$ cat src/rtl/mem_port_arbiter_pkg.sv
// Shared constants and types for the operand-memory port arbiter.
// Owner codes match the mem_sel mux encoding (1 = matrix loader).
package mem_port_arbiter_pkg;

  localparam int unsigned DEF_DATA_W = 4;
  localparam int unsigned DEF_ADDR_W = 4;

  localparam logic OWNER_P1 = 1'b1;
  localparam logic OWNER_P2 = 1'b0;

  typedef enum logic [1:0] {
    IDLE = 2'd0,
    OWN1 = 2'd1,
    OWN2 = 2'd2
  } arb_state_t;

  function automatic int unsigned cnt_width(input int unsigned n);
    return (n > 1) ? $clog2(n) : 1;
  endfunction

endpackage

$ cat src/rtl/mem_port_arbiter_if.sv
// Requester, memory-path and read-return signals of the two-port arbiter.
// The arbiter takes the slave view; requesters and memory take the master view.
interface mem_port_arbiter_if #(
  parameter int unsigned DATA_W = mem_port_arbiter_pkg::DEF_DATA_W,
  parameter int unsigned ADDR_W = mem_port_arbiter_pkg::DEF_ADDR_W
);

  logic              req1;
  logic [ADDR_W-1:0] addr1;
  logic [DATA_W-1:0] wdata1;
  logic              we1;
  logic              req2;
  logic [ADDR_W-1:0] addr2;
  logic [DATA_W-1:0] wdata2;
  logic              we2;
  logic [DATA_W-1:0] mem_rdata;

  logic              gnt1;
  logic              gnt2;
  logic              mem_sel;
  logic [ADDR_W-1:0] mem_addr;
  logic [DATA_W-1:0] mem_wdata;
  logic              mem_we;
  logic [DATA_W-1:0] rdata;
  logic              rvalid1;
  logic              rvalid2;

  modport slave (
    input  req1, addr1, wdata1, we1,
    input  req2, addr2, wdata2, we2,
    input  mem_rdata,
    output gnt1, gnt2, mem_sel, mem_addr, mem_wdata, mem_we,
    output rdata, rvalid1, rvalid2
  );

  modport master (
    output req1, addr1, wdata1, we1,
    output req2, addr2, wdata2, we2,
    output mem_rdata,
    input  gnt1, gnt2, mem_sel, mem_addr, mem_wdata, mem_we,
    input  rdata, rvalid1, rvalid2
  );

endinterface

$ cat src/rtl/mem_port_arbiter_mux.sv
// 4-bit 2:1 memory-path mux; sel=1 picks a1 (port 1), en=0 forces zero.
module mem_port_arbiter_mux (
  input  logic [3:0] a1,
  input  logic [3:0] a2,
  input  logic       sel,
  input  logic       en,
  output logic [3:0] y
);

  always_comb begin
    y = '0;
    if (en) y = sel ? a1 : a2;
  end

endmodule

$ cat src/rtl/mem_port_arbiter.sv
// Round-robin, burst-bounded arbiter sharing one operand memory between the
// matrix loader (port 1) and the MAC engine (port 2), with read-return steering.
module mem_port_arbiter
  import mem_port_arbiter_pkg::*;
#(
  parameter int unsigned DATA_W    = DEF_DATA_W,
  parameter int unsigned ADDR_W    = DEF_ADDR_W,
  parameter int unsigned MAX_BURST = 4
) (
  input logic               clk,
  input logic               reset,
  mem_port_arbiter_if.slave bus
);

  localparam int unsigned CNT_W = cnt_width(MAX_BURST);

  arb_state_t       state;
  arb_state_t       nxt;
  logic             gnt1_q;
  logic             gnt2_q;
  logic             sel_q;
  logic             last_owner;
  logic             rv1_q;
  logic             rv2_q;
  logic [CNT_W-1:0] count;

  logic             beat1;
  logic             beat2;
  logic             beat;
  logic             burst_end;
  logic             leave;
  logic             owned;

  logic [DATA_W-1:0] wdata_mux;
  logic [ADDR_W-1:0] addr_mux;

  always_comb begin
    beat1     = gnt1_q & bus.req1;
    beat2     = gnt2_q & bus.req2;
    beat      = beat1 | beat2;
    burst_end = beat && (count == CNT_W'(MAX_BURST - 1));
    leave     = 1'b0;
    nxt       = state;
    case (state)
      IDLE: begin
        if (bus.req1 && (!bus.req2 || last_owner == OWNER_P2)) nxt = OWN1;
        else if (bus.req2)                                     nxt = OWN2;
      end
      OWN1: begin
        leave = !bus.req1 || burst_end;
        if (leave) nxt = bus.req2 ? OWN2 : (bus.req1 ? OWN1 : IDLE);
      end
      OWN2: begin
        leave = !bus.req2 || burst_end;
        if (leave) nxt = bus.req1 ? OWN1 : (bus.req2 ? OWN2 : IDLE);
      end
      default: nxt = IDLE;
    endcase
  end

  // Grants are registered copies of the next state so they rise with the state.
  always_ff @(posedge clk or posedge reset) begin
    if (reset) begin
      state      <= IDLE;
      gnt1_q     <= 1'b0;
      gnt2_q     <= 1'b0;
      sel_q      <= 1'b0;
      last_owner <= OWNER_P2;
      rv1_q      <= 1'b0;
      rv2_q      <= 1'b0;
      count      <= '0;
    end else begin
      state  <= nxt;
      gnt1_q <= (nxt == OWN1);
      gnt2_q <= (nxt == OWN2);
      sel_q  <= (nxt == OWN1);
      rv1_q  <= beat1 & ~bus.we1;
      rv2_q  <= beat2 & ~bus.we2;
      if (leave) last_owner <= (state == OWN1) ? OWNER_P1 : OWNER_P2;
      // A re-grant to the same port after an exhausted burst also restarts the count.
      if (leave || state == IDLE) count <= '0;
      else if (beat)              count <= count + CNT_W'(1);
    end
  end

  assign owned = gnt1_q | gnt2_q;

  for (genvar i = 0; i < DATA_W / 4; i++) begin : g_wdata
    mem_port_arbiter_mux u_mux (
      .a1  (bus.wdata1[4*i +: 4]),
      .a2  (bus.wdata2[4*i +: 4]),
      .sel (sel_q),
      .en  (owned),
      .y   (wdata_mux[4*i +: 4])
    );
  end

  for (genvar i = 0; i < ADDR_W / 4; i++) begin : g_addr
    mem_port_arbiter_mux u_mux (
      .a1  (bus.addr1[4*i +: 4]),
      .a2  (bus.addr2[4*i +: 4]),
      .sel (sel_q),
      .en  (owned),
      .y   (addr_mux[4*i +: 4])
    );
  end

  assign bus.gnt1      = gnt1_q;
  assign bus.gnt2      = gnt2_q;
  assign bus.mem_sel   = sel_q;
  assign bus.mem_addr  = addr_mux;
  assign bus.mem_wdata = wdata_mux;
  assign bus.mem_we    = beat & (sel_q ? bus.we1 : bus.we2);
  assign bus.rdata     = bus.mem_rdata;
  assign bus.rvalid1   = rv1_q;
  assign bus.rvalid2   = rv2_q;

endmodule

$ cat src/flat_wrapper.sv
// flat-port wrapper written by rule: the top's interface ports become plain ports
module mem_port_arbiter_flat import mem_port_arbiter_pkg::*;
#(
  parameter int unsigned DATA_W    = DEF_DATA_W,
  parameter int unsigned ADDR_W    = DEF_ADDR_W,
  parameter int unsigned MAX_BURST = 4
)
  (clk, reset, bus_req1, bus_addr1, bus_wdata1, bus_we1, bus_req2, bus_addr2, bus_wdata2, bus_we2, bus_mem_rdata, bus_gnt1, bus_gnt2, bus_mem_sel, bus_mem_addr, bus_mem_wdata, bus_mem_we, bus_rdata, bus_rvalid1, bus_rvalid2);
  mem_port_arbiter_if #(.DATA_W(DATA_W), .ADDR_W(ADDR_W)) bus_i ();
  input logic clk;
  input logic reset;
  input wire logic [$bits(bus_i.req1)-1:0] bus_req1;
  input wire logic [$bits(bus_i.addr1)-1:0] bus_addr1;
  input wire logic [$bits(bus_i.wdata1)-1:0] bus_wdata1;
  input wire logic [$bits(bus_i.we1)-1:0] bus_we1;
  input wire logic [$bits(bus_i.req2)-1:0] bus_req2;
  input wire logic [$bits(bus_i.addr2)-1:0] bus_addr2;
  input wire logic [$bits(bus_i.wdata2)-1:0] bus_wdata2;
  input wire logic [$bits(bus_i.we2)-1:0] bus_we2;
  input wire logic [$bits(bus_i.mem_rdata)-1:0] bus_mem_rdata;
  output wire logic [$bits(bus_i.gnt1)-1:0] bus_gnt1;
  output wire logic [$bits(bus_i.gnt2)-1:0] bus_gnt2;
  output wire logic [$bits(bus_i.mem_sel)-1:0] bus_mem_sel;
  output wire logic [$bits(bus_i.mem_addr)-1:0] bus_mem_addr;
  output wire logic [$bits(bus_i.mem_wdata)-1:0] bus_mem_wdata;
  output wire logic [$bits(bus_i.mem_we)-1:0] bus_mem_we;
  output wire logic [$bits(bus_i.rdata)-1:0] bus_rdata;
  output wire logic [$bits(bus_i.rvalid1)-1:0] bus_rvalid1;
  output wire logic [$bits(bus_i.rvalid2)-1:0] bus_rvalid2;
  assign bus_i.req1 = bus_req1;
  assign bus_i.addr1 = bus_addr1;
  assign bus_i.wdata1 = bus_wdata1;
  assign bus_i.we1 = bus_we1;
  assign bus_i.req2 = bus_req2;
  assign bus_i.addr2 = bus_addr2;
  assign bus_i.wdata2 = bus_wdata2;
  assign bus_i.we2 = bus_we2;
  assign bus_i.mem_rdata = bus_mem_rdata;
  assign bus_gnt1 = bus_i.gnt1;
  assign bus_gnt2 = bus_i.gnt2;
  assign bus_mem_sel = bus_i.mem_sel;
  assign bus_mem_addr = bus_i.mem_addr;
  assign bus_mem_wdata = bus_i.mem_wdata;
  assign bus_mem_we = bus_i.mem_we;
  assign bus_rdata = bus_i.rdata;
  assign bus_rvalid1 = bus_i.rvalid1;
  assign bus_rvalid2 = bus_i.rvalid2;
  mem_port_arbiter #(.DATA_W(DATA_W), .ADDR_W(ADDR_W), .MAX_BURST(MAX_BURST)) u_core (.clk(clk), .reset(reset), .bus(bus_i));
endmodule
$ cat config.mk
export PLATFORM = sky130hd
export DESIGN_NAME = mem_port_arbiter_flat
export DESIGN_NICKNAME = d
export VERILOG_FILES = /design/src/rtl/mem_port_arbiter_pkg.sv /design/src/rtl/mem_port_arbiter_if.sv /design/src/rtl/mem_port_arbiter_mux.sv /design/src/rtl/mem_port_arbiter.sv /design/src/flat_wrapper.sv
export SDC_FILE = /design/constraint.sdc
export NUM_CORES = 1
export LEC_CHECK = 0
export BUFFER_PORTS_ARGS = -buffer_cell sky130_fd_sc_hd__buf_2
export CORE_MARGIN = 1.5
export CORE_UTILIZATION = 45
export CTS_BUF_LIST = sky130_fd_sc_hd__clkbuf_4 sky130_fd_sc_hd__clkbuf_8 sky130_fd_sc_hd__clkbuf_16
export DETAILED_ROUTE_END_ITERATION = 8
export PLACE_DENSITY = 0.81
export SYNTH_ARGS = -nofsm -noshare
export SYNTH_HDL_FRONTEND = slang
export SYNTH_SLANG_ARGS = --single-unit
$ cat constraint.sdc
create_clock -name clk -period 2.88 [get_ports clk]
set_input_delay 0.576 -clock clk [delete_from_list [all_inputs] [get_ports clk]]
set_output_delay 0.576 -clock clk [all_outputs]
set_load 0.01 [all_outputs]
Word-level counts from Yosys, hierarchy flattened
Cells that the tools add are included.

Bits in writable memories: 0. Memories: 0. Word-level logic and storage cells: 51. Bits in registers: 9. Memory bits (read-only): 0. Input bits: 26. Bits in latches: 0.

Bitwise operators: 10. Reduce and logical (&&, ||, !) cells: 10. Muxes and demuxes: 18. Shift-type cells: 0. Eq/ne operators: 5. Divide/modulo/power cells: 0. Multiply operators: 0. $lt $le $gt $ge: 0. Add/sub/neg operators: 1.

Operators by type and width (count): 2-to-1 mux 2 bit (9); 2-to-1 mux 4 bit (4); == test 2 bit (second input constant) (3); case mux 2 bit (3 select lines) (1); bitwise AND 1 bit (5); == test 2 x 1 -> 1 bit (second input constant) (2); logical OR 1 bit (4); 2-to-1 mux 1 bit (3); NOT 1 bit (3); adder 2 x 1 -> 2 bit (second input constant) (1); logical AND 1 bit (2); logical NOT 1 bit (2); logical NOT 2 bit (1); OR 1 bit (2); case mux 1 bit (2 select lines) (1); nonzero test 2 bit (1).

Logic depth before layout (Yosys ltp)
Gate-level depths: netlist of the first run.

Depth after elaboration: 7. Gate-level depth with buffers: 6. Depth with buffers taken out: 6.

Cells and area by module
From an unflattened synthesis of the first run, not the netlist that was laid out.

Cell total of the unflattened synthesis: 93. Area, all modules: 830.8 sq um.

By module, submodules not included: mem_port_arbiter (area each 678.2 sq um, instances 1, cells each 75); mem_port_arbiter_mux (area each 76.3 sq um, instances 2, cells each 9).

Least setup slack after synthesis of the first run
OpenSTA, ideal clock, no wires.

Kind: register -> output. Start: register u_core.gnt1_q, in the netlist u_core.bus.gnt1. End: output port bus_mem_we. Stages on the path, launching flop included: 5. Setup slack: 1.085 ns. Required time: 2.304 ns. Path buffers: 2. Arrival: 1.219 ns. Cells stage by stage: dfrtp_1 buf_6 buf_2 mux2_2 and2_1.

Longest elaborated chain between the ends: 3. Elaborated cells on any way between the ends: 4. Classes of those cells: mux: 1; bitwise: 3.

RTL lines: from (decl) (line mem_port_arbiter.sv:19) `logic gnt1_q;`; from (signal assigned) (line mem_port_arbiter.sv:74) `gnt1_q <= (nxt == OWN1);`; bitwise AND 1 bit (line mem_port_arbiter.sv:38) `beat1 = gnt1_q & bus.req1;`; OR 1 bit (line mem_port_arbiter.sv:40) `beat = beat1 | beat2;`; bitwise AND 1 bit (*) (line mem_port_arbiter.sv:113) `assign bus.mem_we = beat & (sel_q ? bus.we1 : bus.we2);`; to (decl) (line flat_wrapper.sv:26) `output wire logic [$bits(bus_i.mem_we)-1:0] bus_mem_we;`.

Mark *: on every way between the ends. The rest lies on a longest branch, timed or not.

Worst setup path after layout of the first run
Start: register u_core.gnt1_q, in the netlist u_core.bus.gnt1. End: output port bus_mem_addr[1].

Longest elaborated chain between the ends: 2. Elaborated cells on any way between the ends: 3. Classes of those cells: mux: 2; bitwise: 1.

RTL lines: 2-to-1 mux 4 bit / OR 1 bit (equally long branches); 2-to-1 mux 4 bit (*) (line mem_port_arbiter_mux.sv:12) `if (en) y = sel ? a1 : a2;`; to (decl) (line flat_wrapper.sv:24) `output wire logic [$bits(bus_i.mem_addr)-1:0] bus_mem_addr;`.

Marked as above.

==> impl_metrics.yaml, run 1 <==
outcome:
  status: "completed"
grt:
  antenna_found_initial: 0
  track_usage: 0.1701
  grt_remaining_overflow: 0
  grt_start_max_net_pins: 20
  grt_pass1_vias: 633
  grt_pass1_wl_mm: 2.532
worst_setup_path:
  required_ns: 2.30
  critical_path_peak_fanout: 19
  critPathKind: "reg -> out"
  worst_setup_path_start_kind: "register"
  rr_endpoint: "u_core.bus.gnt1"
  reg2reg_depth: 5
  cp.arrival_ns: 1.61
  critPathLaunch: "u_core.bus.gnt1"
  worst_r2r_startpoint: "u_core.count[0]"
  end_kind: "output port"
  timing.reg2reg.setup_slack_ns: 1.20
placement:
  finalWeightedCongestion: 0.8458
  portBuffers: 35
  place_area_um2: 928.4
  dpl.hpwl_mm: 1.390
clock_tree:
  cts_setup_buffers: 0
  clockBufferDepth: 2
  cts.clk_slew.worst_paths_ns: 0.06
  clock_latency_ns: 0.26
  cts_root_buf: "clkbuf_4"
  cts-hold-fix-buffers: 0
  htreeDepth: 1
  cts_resized: 0
  tritoncts: "built"
  numClockSinks: 9
  cts_buffers: 3
yosys:
  yosysTopAreaCellShare: 0.2799
  yosysWarningCount: 0
  yosysTopAreaCell: "dfrtp_1"
  postSynthAreaPerCell_um2: 9.355
  synth_edf_count: 0
  yosys_most_used_dff: "dfrtp_1"
  yosys-top-cells-area: "dfrtp_1 (28%), ha_1 (7.8%), a22o_1 (7.6%)"
  yosys_register_bits: 9
  synth_cell_types: 37
  ys_async_sr_fraction: 1.000
  syn_area_um2: 804.5
  yosysSeqAreaShare: 0.2799
  netlist_instances: 86
  syn-num-nets: 117
sta:
  finalSetupTns_ns: 0
  fmax_mhz: 456.7
  final_hold_viol_count: 0
  final_max_slew_viol_count: 0
  setup_violations: 0
  fin_crit_sh: 0.7604
  relSlewSlack: 0.6493
  clock_skew_ns: 0.001324
  grt_setup_unrepaired: "false"
  tightest_slew_ns: 0.5260
  post-route-min-period_ns: 2.190
cells_and_area:
  syn_to_final_growth_pct: 18.82
  mostFrequentLayoutCells: "buf_2 (35), dfrtp_1 (9), a22o_1 (7), nand2_1 (5), ha_1 (5)"
  layout_commonest_cell: "buf_2"
  drive_gt1_frac: 0.4159
  fin_area_um2: 955.9
  nets: 145
  diodes: 0
floorplan:
  core.rowCount: 15
  dieArea_um2: 2050
  dieWidth_um: 45.28
  fp.dieH_um: 45.28
  core_um2: 1708
  start_util: 0.4711
  ios: 44
route:
  vias: 731
  drt-pass1-iter-count: 4
  via_per_inst: 5.297
  avgRoutedWirePerCell_um: 12.59
  routed_wl_mm: 1.738
  ant_nets: 0
  drc: 0
  drt_iter0_drc: 10
min_path:
  hold_path.class: "in -> async"
power_and_ir_drop:
  p_leak_uw: 0.0005010
  p_per_area_nw_per_um2: 768.9
  ir_drop_mv: 0.4382
job:
  max-cap-violations: 0
## metal layers
metal / track usage / share of wire
met5: 0 / 0
met4: 0.02353 / 0.0098
met3: 0.04800 / 0.070
met2: 0.3257 / 0.50
met1: 0.1875 / 0.42
## sequential cells by signal, indices dropped and copies added, names as in the netlist
signal / cells
u_core.bus.gnt2: 1
u_core.bus.gnt1: 1
u_core.state: 2
u_core.bus.rvalid1: 1
u_core.last_owner: 1
u_core.bus.rvalid2: 1
u_core.count: 2
## synthesized netlist by cell type, types with 2 or more instances
library cell  count
nand2_1           5
and2_1            2
inv_1             4
buf_4             7
a211oi_2          3
nand2b_1          2
o21ai_1           2
dfrtp_1           9
ha_1              5
nor2b_1           3
o21ai_0           3
a21oi_1           2
nor2_1            3
a22o_1            7
buf_2             3
o211ai_1          2
nor3_1            2
a21o_1            3
## critical path, stage by stage (launching register included)
cell     delay, ns
dfrtp_1       0.57
nor2b_1       0.45
a22o_1        0.21
buf_2         0.13
## report_power, final
group          switching [µW]  leakage (µW)  total [µW]  internal, µW
logic                     211      0.000366         408           197
registers                63.7      0.000118         231           167
clock network            45.1     0.0000177        96.4          51.3
total                     320      0.000501         735           415
## stage by stage
| step | setup WS (ns) | total power (µW) | hold slack (ns) | utilization | cells |
|---|---|---|---|---|---|
| finish | 0.6902 | 735.0 | 0.2618 | 0.5597 | 138 |
| global route | 0.5922 | 799.6 | 0.3030 | 0.5597 | 138 |
| CTS | 0.6833 | 740.2 | 0.2649 | 0.5597 | 138 |
| detailed placement | 0.9723 | 640.8 | 0.4700 | 0.5436 | 134 |
| global placement | 1.012 | 630.2 | 0.4745 | 0.5436 | 134 |
| floorplan | 1.085 | 550.5 | 0.4039 | - | 86 |
## cells by family (layout without fill, tap and decap cells)
family	Yosys count	after routing	share of synthesized area
AOI/OAI and AO/OA	32	32	0.3437
and+or+nand+nor	21	21	0.1400
buffers and inverters	16	43	0.1213
DFF	9	9	0.2799
adders and majority gates	5	5	0.07776
muxes	2	2	0.02644
xor gates and xnor gates	1	1	0.01089
## cell type report
class	count	area (µm²)
inverters	4	15.01
clock buffers	3	22.52
flip-flops and latches	9	225.2
multi-input cells	61	481.7
repair buffers	35	175.2
fillers	163	752.0
clock inverters	1	5.005
well taps	25	31.28
## how the worst max path moves through the flow
stage	end	slack [ns]	depth (start not counted)
finish	bus_mem_addr[1]	0.69	3
global route	bus_mem_wdata[1]	0.59	3
CTS	bus_mem_addr[1]	0.68	3
detailed placement	bus_mem_addr[1]	0.97	3
global placement	bus_mem_we	1.01	3
floorplan	bus_mem_we	1.08	4
Power figures use the tool's default switching activity.
==> run 2, diff against run 1 <==
--- a/config.mk
+++ b/config.mk
@@ -7,10 +7,10 @@
 export LEC_CHECK = 0
 export BUFFER_PORTS_ARGS = -buffer_cell sky130_fd_sc_hd__buf_2
 export CORE_MARGIN = 1.5
-export CORE_UTILIZATION = 45
+export CORE_UTILIZATION = 39
 export CTS_BUF_LIST = sky130_fd_sc_hd__clkbuf_4 sky130_fd_sc_hd__clkbuf_8 sky130_fd_sc_hd__clkbuf_16
 export DETAILED_ROUTE_END_ITERATION = 8
-export PLACE_DENSITY = 0.81
+export PLACE_DENSITY = 0.74
 export SYNTH_ARGS = -nofsm -noshare
 export SYNTH_HDL_FRONTEND = slang
 export SYNTH_SLANG_ARGS = --single-unit
==> constraint.sdc (replaced) <==
create_clock -name clk -period 2 [get_ports clk]
set_input_delay 0.4 -clock clk [delete_from_list [all_inputs] [get_ports clk]]
set_output_delay 0.4 -clock clk [all_outputs]
set_load 0.01 [all_outputs]
==> impl_metrics.yaml, run 2 (same netlist as run 1, synthesis figures left out) <==
sta:
  grt_setup_unrepaired: "false"
  setup_violations: 0
  finalSetupTns_ns: 0
  tightest_slew_ns: 0.3689
  final_max_slew_viol_count: 0
  clock_skew_ns: 0.001636
  post-route-min-period_ns: 1.827
  fmax_mhz: 547.4
  relSlewSlack: 0.7538
  final_hold_viol_count: 0
  fin_crit_sh: 0.9133
  fin_ws_ns: 0.1733
worst_setup_path:
  end_kind: "output port"
  critPathLaunch: "u_core.bus.gnt1"
  critPathKind: "reg -> out"
  timing.reg2reg.setup_slack_ns: 0.34
  cp.arrival_ns: 1.43
  worst_r2r_startpoint: "u_core.count[0]"
  reg2reg_depth: 5
  critical_path_peak_fanout: 9
  worst_setup_path_start_kind: "register"
  required_ns: 1.60
  rr_endpoint: "u_core.bus.gnt1"
cells_and_area:
  area.sequential_um2: 225.2
  drive_gt1_frac: 0.4348
  layout_commonest_cell: "buf_2"
  syn_to_final_growth_pct: 21.62
  mostFrequentLayoutCells: "buf_2 (35), dfrtp_1 (9), a22o_1 (7), nand2_1 (5), ha_1 (5)"
  nets: 147
  multi_input_area_um2: 484.2
  final_util: 0.4987
  diodes: 0
  largestRegisters: "u_core.count: 2 flops, u_core.state: 2 flops"
  fill_cells: 204
route:
  routed_wl_mm: 1.868
  drc: 0
  drt-pass1-iter-count: 4
  vias: 787
  avgRoutedWirePerCell_um: 13.15
  drt_iter0_drc: 24
  ant_nets: 0
  via_per_inst: 5.542
grt:
  grt_remaining_overflow: 0
  antenna_found_initial: 0
  track_usage: 0.1794
  grt_pass1_vias: 719
  grt_start_max_net_pins: 13
  grt_pass1_wl_mm: 3.243
clock_tree:
  cts_root_buf: "clkbuf_4"
  clock_latency_ns: 0.27
  tritoncts: "built"
  cts.clk_slew.worst_paths_ns: 0.07
  cts_buffers: 3
  numClockSinks: 9
  cts_setup_buffers: 0
  cts-hold-fix-buffers: 0
  cts_resized: 0
  htreeDepth: 1
  clockBufferDepth: 2
placement:
  post-place-ws_ns: 0.3451
  portBuffers: 35
  finalWeightedCongestion: 0.8924
  dpl.hpwl_mm: 1.477
power_and_ir_drop:
  p_leak_uw: 0.0005125
  ir_drop_mv: 0.5302
  total_power_uw: 1115
  p_per_area_nw_per_um2: 1140
min_path:
  hold_path.class: "in -> async"
floorplan:
  fp.dieH_um: 48.42
  dieWidth_um: 48.42
  core_um2: 1962
  core.rowCount: 16
  dieArea_um2: 2345
  ios: 44
  start_util: 0.4101
job:
  max-cap-violations: 0
outcome:
  status: "completed"
## run 2: cell types whose count changed in the layout (fill, tap and decap cells not counted)
cell,before,now
clkinv_2,1,0
nor2b_2,0,1
clkbuf_4,3,4
buf_4,0,2
nor2b_1,3,2
## run 2: area by class of cell
type | instances | share of cell area
multi-input cells | 61 | 0.4949
flip-flops and latches | 9 | 0.2302
repair buffers | 37 | 0.1944
well taps | 27 | 0.03453
clock buffers | 4 | 0.03069
inverters | 4 | 0.01535
## run 2: layer usage
| metal | GRT usage | up-vias | wire, µm |
|---|---|---|---|
| li1 | - | 372 | - |
| met1 | 0.2165 | 349 | 707 |
| met2 | 0.2894 | 57 | 930 |
| met3 | 0.04321 | 9 | 179 |
| met4 | 0.1095 | 0 | 51 |
| met5 | 0 | - | 0 |
## run 2: stage by stage
stage               cells  hold WS [ns]  instance area (µm²)
floorplan              86        0.2279                804.5
global placement      138        0.3751                945.9
detailed placement    138        0.3855                945.9
CTS                   142       0.09988                975.9
global route          142        0.1114                978.4
finish                142       0.08819                978.4
## run 2: critical path: stages, from the launching register on
cell	delay, ns
dfrtp_1	0.52
mux2_2	0.37
and2_1	0.15
buf_2	0.13
## run 2: worst max path at each step
stage,to,depth (start not counted)
finish,bus_mem_we,3
global route,bus_mem_we,3
CTS,bus_mem_wdata[3],3
detailed placement,u_core.bus.gnt1,5
global placement,u_core.bus.gnt1,5
floorplan,bus_mem_we,4
## run 2: where the power goes
group | leakage [µW] | switching [µW] | total [µW] | internal [µW]
Combinational | 0.000376 | 348 | 653 | 305
Clock | 0.0000184 | 71.1 | 162 | 90.8
Sequential | 0.000118 | 59.1 | 300 | 241
==> run 3, diff against run 2 <==
--- a/config.mk
+++ b/config.mk
@@ -6,6 +6,7 @@
 export NUM_CORES = 1
 export LEC_CHECK = 0
 export BUFFER_PORTS_ARGS = -buffer_cell sky130_fd_sc_hd__buf_2
+export CORE_ASPECT_RATIO = 0.8
 export CORE_MARGIN = 1.5
 export CORE_UTILIZATION = 39
 export CTS_BUF_LIST = sky130_fd_sc_hd__clkbuf_4 sky130_fd_sc_hd__clkbuf_8 sky130_fd_sc_hd__clkbuf_16
==> impl_metrics.yaml, run 3 (same netlist as run 1, synthesis figures left out) <==
outcome:
  status: "completed"
placement:
  finalWeightedCongestion: 0.8063
  post-place-ws_ns: 0.2946
  portBuffers: 35
  dp_cells: 134
  dpl.hpwl_mm: 1.577
floorplan:
  dieArea_um2: 2346
  fp.dieH_um: 43.63
  start_util: 0.4214
  core.rowCount: 14
  ios: 44
  core_um2: 1909
  dieWidth_um: 53.78
route:
  drt-pass1-iter-count: 4
  vias: 758
  ant_nets: 0
  avgRoutedWirePerCell_um: 14.74
  via_per_inst: 5.493
  drt_iter0_drc: 7
  routed_wl_mm: 2.034
  drc: 0
worst_setup_path:
  critPathKind: "reg -> out"
  worst_setup_path_start_kind: "register"
  cp.arrival_ns: 1.47
  required_ns: 1.60
  timing.reg2reg.setup_slack_ns: 0.32
  critical_path_peak_fanout: 11
  end_kind: "output port"
sta:
  finalSetupTns_ns: 0
  relSlewSlack: 0.7587
  fmax_mhz: 534.2
  grt_setup_unrepaired: "false"
  final_max_slew_viol_count: 0
  whs_ns: 0.08683
  post-route-min-period_ns: 1.872
  setup_violations: 0
  fin_ws_ns: 0.1280
  final_hold_viol_count: 0
  clock_skew_ns: 0.001133
  tightest_slew_ns: 0.3615
  fin_crit_sh: 0.9360
cells_and_area:
  layout_commonest_cell: "buf_2"
  mostFrequentLayoutCells: "buf_2 (35), dfrtp_1 (8), a22o_1 (7), nand2_1 (5), ha_1 (5)"
  syn_to_final_growth_pct: 20.37
  nets: 146
  drive_gt1_frac: 0.4386
  diodes: 0
  final_cells: 138
  largestRegisters: "u_core.count: 2 flops, u_core.state: 2 flops"
power_and_ir_drop:
  ir_drop_mv: 0.5393
  pwr-share-clk: 0.143
  pwr-share-comb: 0.562
  p_leak_uw: 0.0005059
  seqPwrFrac: 0.295
  total_power_uw: 1106
  power.switching_uw: 477.4
  switching_share: 0.4318
  p_int_uw: 628.2
  p_per_area_nw_per_um2: 1142
clock_tree:
  cts_root_buf: "clkbuf_4"
  cts-hold-fix-buffers: 0
  cts_buffers: 3
  tritoncts: "built"
  clockBufferDepth: 2
  cts.clk_slew.worst_paths_ns: 0.06
  numClockSinks: 9
  htreeDepth: 1
  clock_latency_ns: 0.27
grt:
  top_usage_layer: "met2"
  grt_pass1_vias: 738
  grt_start_max_net_pins: 13
  grt_pass1_wl_mm: 3.222
  grtUsageMet3: 0.05172
  globalRouteMet2Util: 0.3171
  track_usage: 0.1919
  use_met1: 0.2237
  antenna_found_initial: 0
  grt_remaining_overflow: 0
job:
  max-cap-violations: 0
min_path:
  hold_path.class: "in -> async"
-- run 3: cell count changes in the layout (fill, tap and decap cells not counted), sizes merged --
cell,before,now
buf,37,36
-- run 3: area by class of cell --
type	count	area (µm²)
clock buffers	4	30.03
fillers	181	940.9
inverters	4	15.01
multi-input cells	61	484.2
flip-flops and latches	9	226.5
well taps	24	30.03
repair buffers	36	182.7
-- run 3: path summary, 6_finish.rpt --
| path | start | to | cells past startpoint |
|---|---|---|---|
| max in group asynchronous | reset | u_core.bus.gnt2 | 2 |
| setup reg to reg | u_core.state[0] | u_core.bus.gnt1 | 6 |
| min in group clk | bus_we2 | u_core.bus.rvalid2 | 2 |
| hold / removal | reset | u_core.bus.rvalid1 | 2 |
| hold reg to reg | u_core.last_owner | u_core.last_owner | 1 |
| setup / recovery | u_core.bus.gnt1 | bus_mem_we | 3 |
-- run 3: per-layer routing --
| layer | vias to the layer above | part of all wire |
|---|---|---|
| met3 | 5 | 0.097 |
| li1 | 367 | - |
| met4 | 0 | 0.015 |
| met1 | 348 | 0.41 |
| met2 | 38 | 0.48 |
| met5 | - | 0 |
-- run 3: critical path, cell delays in order (launching register included) --
cell	delay, ns
dfrtp_1	0.55
mux2_2	0.37
and2_1	0.15
buf_2	0.13
-- run 3: power groups by stage --
| stage | sequential, µW | combinational (µW) | clock [µW] |
|---|---|---|---|
| global placement | 317 | 605 | 0 |
| global route | 338 | 703 | 173 |
| CTS | 323 | 619 | 159 |
| detailed placement | 326 | 616 | 0 |
| finish | 326 | 621 | 158 |
| floorplan | 295 | 498 | 0 |
-- run 3: repair_timing --
item | CTS | global route
setup buffers | 0 | 0
setup endpoints to repair | 0 | 7
resized for setup | 0 | 2
-- run 3: metrics by stage --
stage               area [µm²]  utilization
CTS                      964.7       0.5052
finish                   968.4       0.5072
global placement         934.6       0.4895
floorplan                804.5            -
detailed placement       934.6       0.4895
global route             968.4       0.5072
